===== src/rtl/mem_lsu.sv =====
// Memory-stage load/store unit: accepts one ex_mem instruction at a time,
// runs aligned loads/stores over a req/gnt/rvalid data bus, and produces a
// single-cycle writeback pulse toward mem_wb for every accepted instruction.
module mem_lsu #(
  parameter int unsigned BUS_TIMEOUT = 255
) (
  input  logic        clk,
  input  logic        rst_n,
  input  logic        in_valid_i,
  input  logic [4:0]  rd_addr_i,
  input  logic [31:0] rd_data_i,
  input  logic        rd_wen_i,
  input  logic [31:0] mem_addr_i,
  input  logic [31:0] mem_data_i,
  input  logic [2:0]  mem_size_i,
  input  logic        mem_we_i,
  input  logic        mem_re_i,
  output logic        hold_flag_o,
  output logic        dbus_req_o,
  output logic        dbus_we_o,
  output logic [31:0] dbus_addr_o,
  output logic [3:0]  dbus_be_o,
  output logic [31:0] dbus_wdata_o,
  input  logic        dbus_gnt_i,
  input  logic        dbus_rvalid_i,
  input  logic [31:0] dbus_rdata_i,
  output logic        wb_valid_o,
  output logic [4:0]  rd_addr_o,
  output logic [31:0] rd_data_o,
  output logic        rd_wen_o,
  output logic        misalign_o,
  output logic        bus_err_o
);

  typedef enum logic [1:0] {
    IDLE   = 2'd0,
    REQ    = 2'd1,
    WAIT_R = 2'd2
  } state_t;

  // Counter just wide enough to reach BUS_TIMEOUT; one bit when disabled.
  localparam int unsigned CW = (BUS_TIMEOUT > 0) ? $clog2(BUS_TIMEOUT + 1) : 1;
  localparam logic [CW-1:0] TO_VAL = CW'(BUS_TIMEOUT);

  state_t        state, state_nxt;
  logic [CW-1:0] to_cnt;

  // Attributes of the in-flight access, captured at acceptance.
  logic [2:0]    size_q;
  logic [1:0]    off_q;
  logic [4:0]    rd_addr_q;
  logic          we_q;

  // Decode of the incoming request.
  logic          is_mem, is_store;
  logic          illegal, misaligned, bad;
  logic          accept, start;
  logic [3:0]    be_enc;
  logic [31:0]   wdata_enc;

  // Bus-side events.
  logic          to_hit, store_done, load_grant, load_done, abort;

  // Select the addressed lane of a read word and extend it to 32 bits.
  function automatic logic [31:0] load_fmt(input logic [31:0] rdata,
                                           input logic [1:0]  off,
                                           input logic [2:0]  size);
    logic [31:0] lane;
    logic [31:0] res;
    lane = rdata >> {off, 3'b000};
    case (size[1:0])
      2'b00:   res = size[2] ? {24'h0, lane[7:0]}  : {{24{lane[7]}},  lane[7:0]};
      2'b01:   res = size[2] ? {16'h0, lane[15:0]} : {{16{lane[15]}}, lane[15:0]};
      default: res = lane;
    endcase
    return res;
  endfunction

  assign hold_flag_o = (state != IDLE);
  assign dbus_req_o  = (state == REQ);

  // Classify the request, build the bus encoding, and derive bus-side events.
  // NOTE: every signal written in an always_comb gets a default before any
  // branch; a path that leaves one unassigned would infer a latch.
  always_comb begin
    is_store   = mem_we_i;
    is_mem     = mem_we_i | mem_re_i;
    illegal    = (mem_size_i == 3'b011) || (mem_size_i == 3'b110) ||
                 (mem_size_i == 3'b111) || (mem_we_i && mem_size_i[2]);
    misaligned = ((mem_size_i[1:0] == 2'b01) && mem_addr_i[0]) ||
                 ((mem_size_i == 3'b010) && (mem_addr_i[1:0] != 2'b00));
    bad        = is_mem && (illegal || misaligned);
    accept     = (state == IDLE) && in_valid_i;
    start      = accept && is_mem && !bad;

    be_enc    = 4'b1111;
    wdata_enc = mem_data_i;
    case (mem_size_i[1:0])
      2'b00: begin
        be_enc    = 4'b0001 << mem_addr_i[1:0];
        wdata_enc = {4{mem_data_i[7:0]}};
      end
      2'b01: begin
        be_enc    = mem_addr_i[1] ? 4'b1100 : 4'b0011;
        wdata_enc = {2{mem_data_i[15:0]}};
      end
      default: ;
    endcase

    to_hit     = (BUS_TIMEOUT != 0) && (to_cnt == TO_VAL);
    store_done = (state == REQ) && dbus_gnt_i && we_q;
    load_grant = (state == REQ) && dbus_gnt_i && !we_q;
    load_done  = (state == WAIT_R) && dbus_rvalid_i;
    // A grant or read response in the timeout cycle takes priority.
    abort      = to_hit && (((state == REQ) && !dbus_gnt_i) ||
                            ((state == WAIT_R) && !dbus_rvalid_i));
  end

  // Next-state logic for the bus handshake.
  always_comb begin
    state_nxt = state;
    case (state)
      IDLE:    if (start) state_nxt = REQ;
      REQ: begin
        if (store_done)      state_nxt = IDLE;
        else if (load_grant) state_nxt = WAIT_R;
        else if (abort)      state_nxt = IDLE;
      end
      WAIT_R:  if (load_done || abort) state_nxt = IDLE;
      default: state_nxt = IDLE;
    endcase
  end

  // State register; reset clears it at once so req drops asynchronously.
  // NOTE: sequential blocks use non-blocking assignments only, so every
  // register samples the values from before the clock edge.
  always_ff @(posedge clk or negedge rst_n) begin
    if (!rst_n) state <= IDLE;
    else        state <= state_nxt;
  end

  // Timeout counter: cleared when an access starts, counts while in flight.
  always_ff @(posedge clk or negedge rst_n) begin
    if (!rst_n)               to_cnt <= '0;
    else if (start)           to_cnt <= '0;
    else if (state != IDLE)   to_cnt <= to_cnt + 1'b1;
  end

  // Capture the access attributes needed after acceptance.
  always_ff @(posedge clk or negedge rst_n) begin
    if (!rst_n) begin
      size_q    <= '0;
      off_q     <= '0;
      rd_addr_q <= '0;
      we_q      <= 1'b0;
    end else if (accept) begin
      size_q    <= mem_size_i;
      off_q     <= mem_addr_i[1:0];
      rd_addr_q <= rd_addr_i;
      we_q      <= is_store;
    end
  end

  // Bus request fields, registered at start and held until the grant.
  always_ff @(posedge clk or negedge rst_n) begin
    if (!rst_n) begin
      dbus_we_o    <= 1'b0;
      dbus_addr_o  <= '0;
      dbus_be_o    <= '0;
      dbus_wdata_o <= '0;
    end else if (start) begin
      dbus_we_o    <= is_store;
      dbus_addr_o  <= {mem_addr_i[31:2], 2'b00};
      dbus_be_o    <= be_enc;
      dbus_wdata_o <= is_store ? wdata_enc : 32'h0;
    end
  end

  // Writeback pulse and result registers; rd_* hold between pulses.
  always_ff @(posedge clk or negedge rst_n) begin
    if (!rst_n) begin
      wb_valid_o <= 1'b0;
      misalign_o <= 1'b0;
      bus_err_o  <= 1'b0;
      rd_addr_o  <= '0;
      rd_data_o  <= '0;
      rd_wen_o   <= 1'b0;
    end else begin
      wb_valid_o <= 1'b0;
      misalign_o <= 1'b0;
      bus_err_o  <= 1'b0;
      if (accept && !is_mem) begin
        wb_valid_o <= 1'b1;
        rd_addr_o  <= rd_addr_i;
        rd_data_o  <= rd_data_i;
        rd_wen_o   <= rd_wen_i && (rd_addr_i != 5'd0);
      end else if (accept && bad) begin
        wb_valid_o <= 1'b1;
        misalign_o <= 1'b1;
        rd_addr_o  <= rd_addr_i;
        rd_data_o  <= 32'h0;
        rd_wen_o   <= 1'b0;
      end else if (store_done) begin
        wb_valid_o <= 1'b1;
        rd_addr_o  <= rd_addr_q;
        rd_data_o  <= 32'h0;
        rd_wen_o   <= 1'b0;
      end else if (load_done) begin
        wb_valid_o <= 1'b1;
        rd_addr_o  <= rd_addr_q;
        rd_data_o  <= load_fmt(dbus_rdata_i, off_q, size_q);
        rd_wen_o   <= (rd_addr_q != 5'd0);
      end else if (abort) begin
        wb_valid_o <= 1'b1;
        bus_err_o  <= 1'b1;
        rd_addr_o  <= rd_addr_q;
        rd_data_o  <= 32'h0;
        rd_wen_o   <= 1'b0;
      end
    end
  end

endmodule


===== config.mk =====
export PLATFORM = sky130hd
export DESIGN_NAME = mem_lsu
export DESIGN_NICKNAME = d
export VERILOG_FILES = /design/src/rtl/mem_lsu.sv
export SDC_FILE = /design/constraint.sdc
export NUM_CORES = 1
export LEC_CHECK = 0
export ABC_AREA = 1
export CORE_MARGIN = 1
export CORE_UTILIZATION = 40
export DETAILED_ROUTE_END_ITERATION = 10
export PLACE_DENSITY = 0.75
export SYNTH_ARGS = -nofsm -noshare
export SYNTH_HDL_FRONTEND = slang
export SYNTH_SLANG_ARGS = --single-unit

===== constraint.sdc =====
create_clock -name clk -period 1.75 [get_ports clk]
set_clock_uncertainty 0.15 [all_clocks]
set_input_delay 0.525 -clock clk [delete_from_list [all_inputs] [get_ports clk]]
set_output_delay 0.525 -clock clk [all_outputs]
set_load 0.05 [all_outputs]

==> impl_metrics.prom <==
# TYPE chip_impl_metric gauge
chip_impl_metric{name="slew-limit-headroom",unit="%"} 64.5
chip_impl_metric{name="clk-insertion-delay-late",unit="ns"} 0.43
chip_impl_info{name="yosys.area.top_type",value="dfrtp_1"} 1
chip_impl_info{name="top_area_cells_in_the_synthesized_netlist",value="dfrtp_1, nand2_1, nand3_1"} 1
chip_impl_metric{name="maxClockFrequency",unit="MHz"} 480
chip_impl_metric{name="synth_enable_flop_cells",unit=""} 0
chip_impl_metric{name="drt-initial-drc-count",unit=""} 956
chip_impl_metric{name="grt_pass1_wl",unit="microns"} 45000
chip_impl_metric{name="hold_violations",unit=""} 0
chip_impl_metric{name="worst_slew_pin_slew",unit="ns"} 0.526
chip_impl_metric{name="gr-usage-all-layers",unit="%"} 36.3
chip_impl_metric{name="die_y",unit="microns"} 130
chip_impl_info{name="worst_setup_path_startpoint",value="mem_size_i[1]"} 1
chip_impl_info{name="worstSetupPathType",value="input pin to flop"} 1
chip_impl_metric{name="detail_route.wl_per_cell",unit="microns"} 24.5
chip_impl_metric{name="layout.core_utilization",unit="%"} 84.4
chip_impl_metric{name="synth_warnings",unit=""} 0
chip_impl_info{name="outcome",value="finished with violations"} 1
chip_impl_metric{name="post_dp_hpwl",unit="microns"} 16900
chip_impl_metric{name="clk_pin_slew",unit="ns"} 0.06
chip_impl_metric{name="cts_made_buffers",unit=""} 17
chip_impl_metric{name="final_period_minus_worst_setup_slack",unit="ns"} 2.08
chip_impl_metric{name="synth_cells",unit=""} 829
chip_impl_metric{name="totalWireLength",unit="microns"} 34400
chip_impl_metric{name="final-instance-count-excl-fill",unit=""} 1405
chip_impl_metric{name="remaining_drc_errors",unit=""} 0
chip_impl_metric{name="postSynth.asyncResetShare",unit="%"} 100
chip_impl_metric{name="layout.cell_area.non_filler",unit="sq mm"} 0.0134
chip_impl_metric{name="synth_cell_types",unit=""} 36
chip_impl_metric{name="synth_top_area_share",unit="%"} 49.4
chip_impl_metric{name="worstRegToRegCells",unit=""} 11
chip_impl_metric{name="dr_vias",unit=""} 8159
chip_impl_metric{name="yosys_register_bits",unit=""} 129
chip_impl_metric{name="io_buffers",unit=""} 253
chip_impl_metric{name="cts.sink_count",unit=""} 129
chip_impl_info{name="regToRegEndpoint",value="dbus_wdata_o[12]"} 1
chip_impl_metric{name="fin_nets",unit=""} 1317
chip_impl_metric{name="place_worst_setup_slack",unit="ns"} -0.607
chip_impl_metric{name="numPlacedInstances",unit=""} 1320
chip_impl_info{name="rsz0062_at_grt",value="true"} 1
chip_impl_metric{name="dieWidth",unit="microns"} 130
chip_impl_metric{name="critical_path.max_fanout",unit=""} 9
chip_impl_metric{name="post-route-period-util",unit="%"} 119
chip_impl_metric{name="ant_nets",unit=""} 0
chip_impl_info{name="failed_checks",value="negative setup slack"} 1
chip_impl_metric{name="initial_antenna_violation_count",unit=""} 3
chip_impl_metric{name="core",unit="sq mm"} 0.0159
chip_impl_metric{name="drt-pass1-iter-count",unit=""} 7
chip_impl_metric{name="timing.critical_path.required",unit="ns"} 1.90
chip_impl_info{name="hold_class",value="input pin to async pin"} 1
chip_impl_metric{name="power_leakage",unit="uW"} 0.00630
chip_impl_metric{name="powerDensity",unit="mW/mm^2"} 1370
chip_impl_metric{name="placedInstanceArea",unit="sq mm"} 0.0109
chip_impl_metric{name="timing.max_cap.violations",unit=""} 0
chip_impl_info{name="critical_path.startpoint_type",value="input pin"} 1
chip_impl_metric{name="areaGrowthSynthToFinish",unit="%"} 105
chip_impl_info{name="synthFlopType",value="dfrtp_1"} 1
chip_impl_info{name="tritoncts",value="done"} 1
chip_impl_info{name="root_buffer_master",value="clkbuf_16"} 1
chip_impl_metric{name="grt_pass1_vias",unit=""} 8263
chip_impl_metric{name="vdd_ir_drop_max",unit="mV"} 0.964
chip_impl_info{name="beginning_of_the_worst_register_to_register_path",value="state[1]"} 1
chip_impl_metric{name="max-clock-path-buffers",unit=""} 2
chip_impl_metric{name="initial_core_util",unit="%"} 41.1
chip_impl_metric{name="die-area",unit="sq mm"} 0.0168
chip_impl_metric{name="netlist_area",unit="sq mm"} 0.00653
chip_impl_metric{name="maxSlewViolCount",unit=""} 0
chip_impl_metric{name="finalWeightedCongestion",unit=""} 0.902
chip_impl_metric{name="setup-tns-final",unit="ns"} -18.20
chip_impl_metric{name="postSynthAreaPerCell",unit="sq um"} 7.88
chip_impl_metric{name="cts_max_level",unit=""} 4
chip_impl_info{name="critPathCaptureType",value="flop"} 1
chip_impl_metric{name="cp.arrival",unit="ns"} 2.23
chip_impl_metric{name="postLayoutSetupSlackWorst",unit="ns"} -0.332
chip_impl_metric{name="post_drt_via_cell_ratio",unit=""} 5.81
chip_impl_metric{name="setup_viol",unit=""} 119
chip_impl_metric{name="reg2reg_slack",unit="ns"} -0.27
chip_impl_metric{name="global_route.overflow_total",unit=""} 0
chip_impl_metric{name="num_io_pins",unit=""} 256
chip_impl_metric{name="placementRows",unit=""} 46
chip_impl_metric{name="final_layout_size_suffix_gt1_share",unit="%"} 40.4
chip_impl_info{name="worst_setup_path_end",value="dbus_wdata_o[12]"} 1
chip_impl_metric{name="grt_max_degree",unit=""} 39
chip_impl_metric{name="synth_sequential_area_ratio",unit="%"} 49.4
-- metrics by stage --
stage | hold WS, ns | power (uW)
global placement | 0.230 | 12700
detailed placement | 0.229 | 12800
finish | 0.347 | 18300
CTS | 0.343 | 17500
global route | 0.374 | 18800
floorplan | 0.0794 | 8290
-- cells in the mapped netlist (all sizes together) (2+ instances only) --
library cell and n:
clkbuf 24, buf 29, o21ai 86, nor2 38
nand2 283, o31ai 7, a21oi 7, nor3 3
xor2 2, nand3 102, o221ai 7, clkinv 2
nand4 40, inv 62, dfrtp 129
-- sequential cells by signal, summed over array words and instances, names as in the netlist --
name,flops
bus_err_o,1
rd_addr_o,5
we_q,1
wb_valid_o,1
dbus_be_o,4
size_q,3
state,2
dbus_we_o,1
to_cnt,8
rd_wen_o,1
dbus_addr_o,30
rd_addr_q,5
rd_data_o,32
dbus_wdata_o,32
misalign_o,1
off_q,2
-- worst max-delay path, stage by stage --
cell           delay [ns]
dlygate4sd2_1        0.38
buf_4                0.25
inv_1                0.07
nand2_1              0.19
inv_1                0.20
o21ai_0              0.48
o21ai_4              0.12
-- cell usage in the layout (no fill, tap or decap), types with 2 or more instances in the layout --
master	netlist	final
a21oi_1	7	6
buf_12	0	135
buf_16	0	15
buf_4	4	59
buf_6	3	17
buf_8	0	3
bufinv_16	0	4
clkbuf_16	0	21
clkdlybuf4s50_1	0	136
clkinv_2	1	5
clkinvlp_4	0	3
conb_1	1	2
dfrtp_1	129	111
dfrtp_2	0	18
diode_2	0	4
dlygate4sd2_1	0	3
dlymetal6s2s_1	0	2
inv_1	58	53
inv_2	4	7
inv_6	0	3
nand2_1	280	161
nand2_2	3	56
nand2_4	0	62
nand2_8	0	4
nand3_1	99	92
nand3_2	3	9
nand4_1	39	39
nor2_1	34	25
nor2_2	2	6
nor2_4	2	7
nor3_1	3	2
o21ai_0	52	47
o21ai_1	5	3
o21ai_2	29	28
o21ai_4	0	8
o221ai_1	7	7
o31ai_1	7	7
xor2_1	2	2
-- kinds of logic after synthesis --
| family | count (synthesis) | synth area share (%) |
|---|---|---|
| simple gates | 468 | 31.3 |
| flops | 129 | 49.4 |
| buf+inv | 117 | 7.70 |
| compound gates | 110 | 10.9 |
| xor+xnor | 3 | 0.402 |
| fa+ha+maj | 1 | 0.192 |
| other cells | 1 | 0.0574 |
-- report_power, final --
| part | internal (uW) | leakage (uW) | switching [uW] | total, uW |
|---|---|---|---|---|
| clock | 2420 | 0.000302 | 1510 | 3930 |
| combinational | 4400 | 0.00435 | 5010 | 9420 |
| sequential | 3790 | 0.00164 | 1190 | 4980 |
-- metal layers --
layer  routed length, microns  share of wire, %  track usage [%]  vias to the layer above
li1                         -                 -                -                     3430
met1                    11600                34             36.4                     3896
met2                    17200                50             66.7                      661
met3                     3560                10             11.5                      172
met4                     2010               5.9             19.9                        0
met5                        0                 0                0                        -
-- what timing repair did --
action,in CTS,in global routing
pin swaps,38,46
hold endpoints to repair,13,0
setup buffers,23,14
setup endpoints to repair,114,132
hold buffers,1,0
gates cloned,22,4
gates resized for setup,206,124
-- how the worst min path moves through the flow --
stage | from | endpoint | slack (ns) | cells after the start
3_3_place_gp | rst_n | rd_data_o[8] | 0.23 | 1
5_1_grt | rd_addr_q[2] | rd_addr_q[2] | 0.37 | 2
6_report | rst_n | rd_data_o[8] | 0.35 | 2
4_1_cts | rd_addr_q[2] | rd_addr_q[2] | 0.34 | 2
2_1_floorplan | rst_n | bus_err_o | 0.08 | 0
3_5_place_dp | rst_n | rd_data_o[8] | 0.23 | 1
-- area by class of cell --
type,count,area (sq um)
fillers,788,2480
clock buffers,18,439
repair buffers,376,5320
diodes,4,10.0
well taps,216,270
multi-input cells,584,3670
inverters,64,253
clock inverters,14,185
flip-flops and latches,129,3250
No activity file was read; power rests on OpenSTA's default activity.
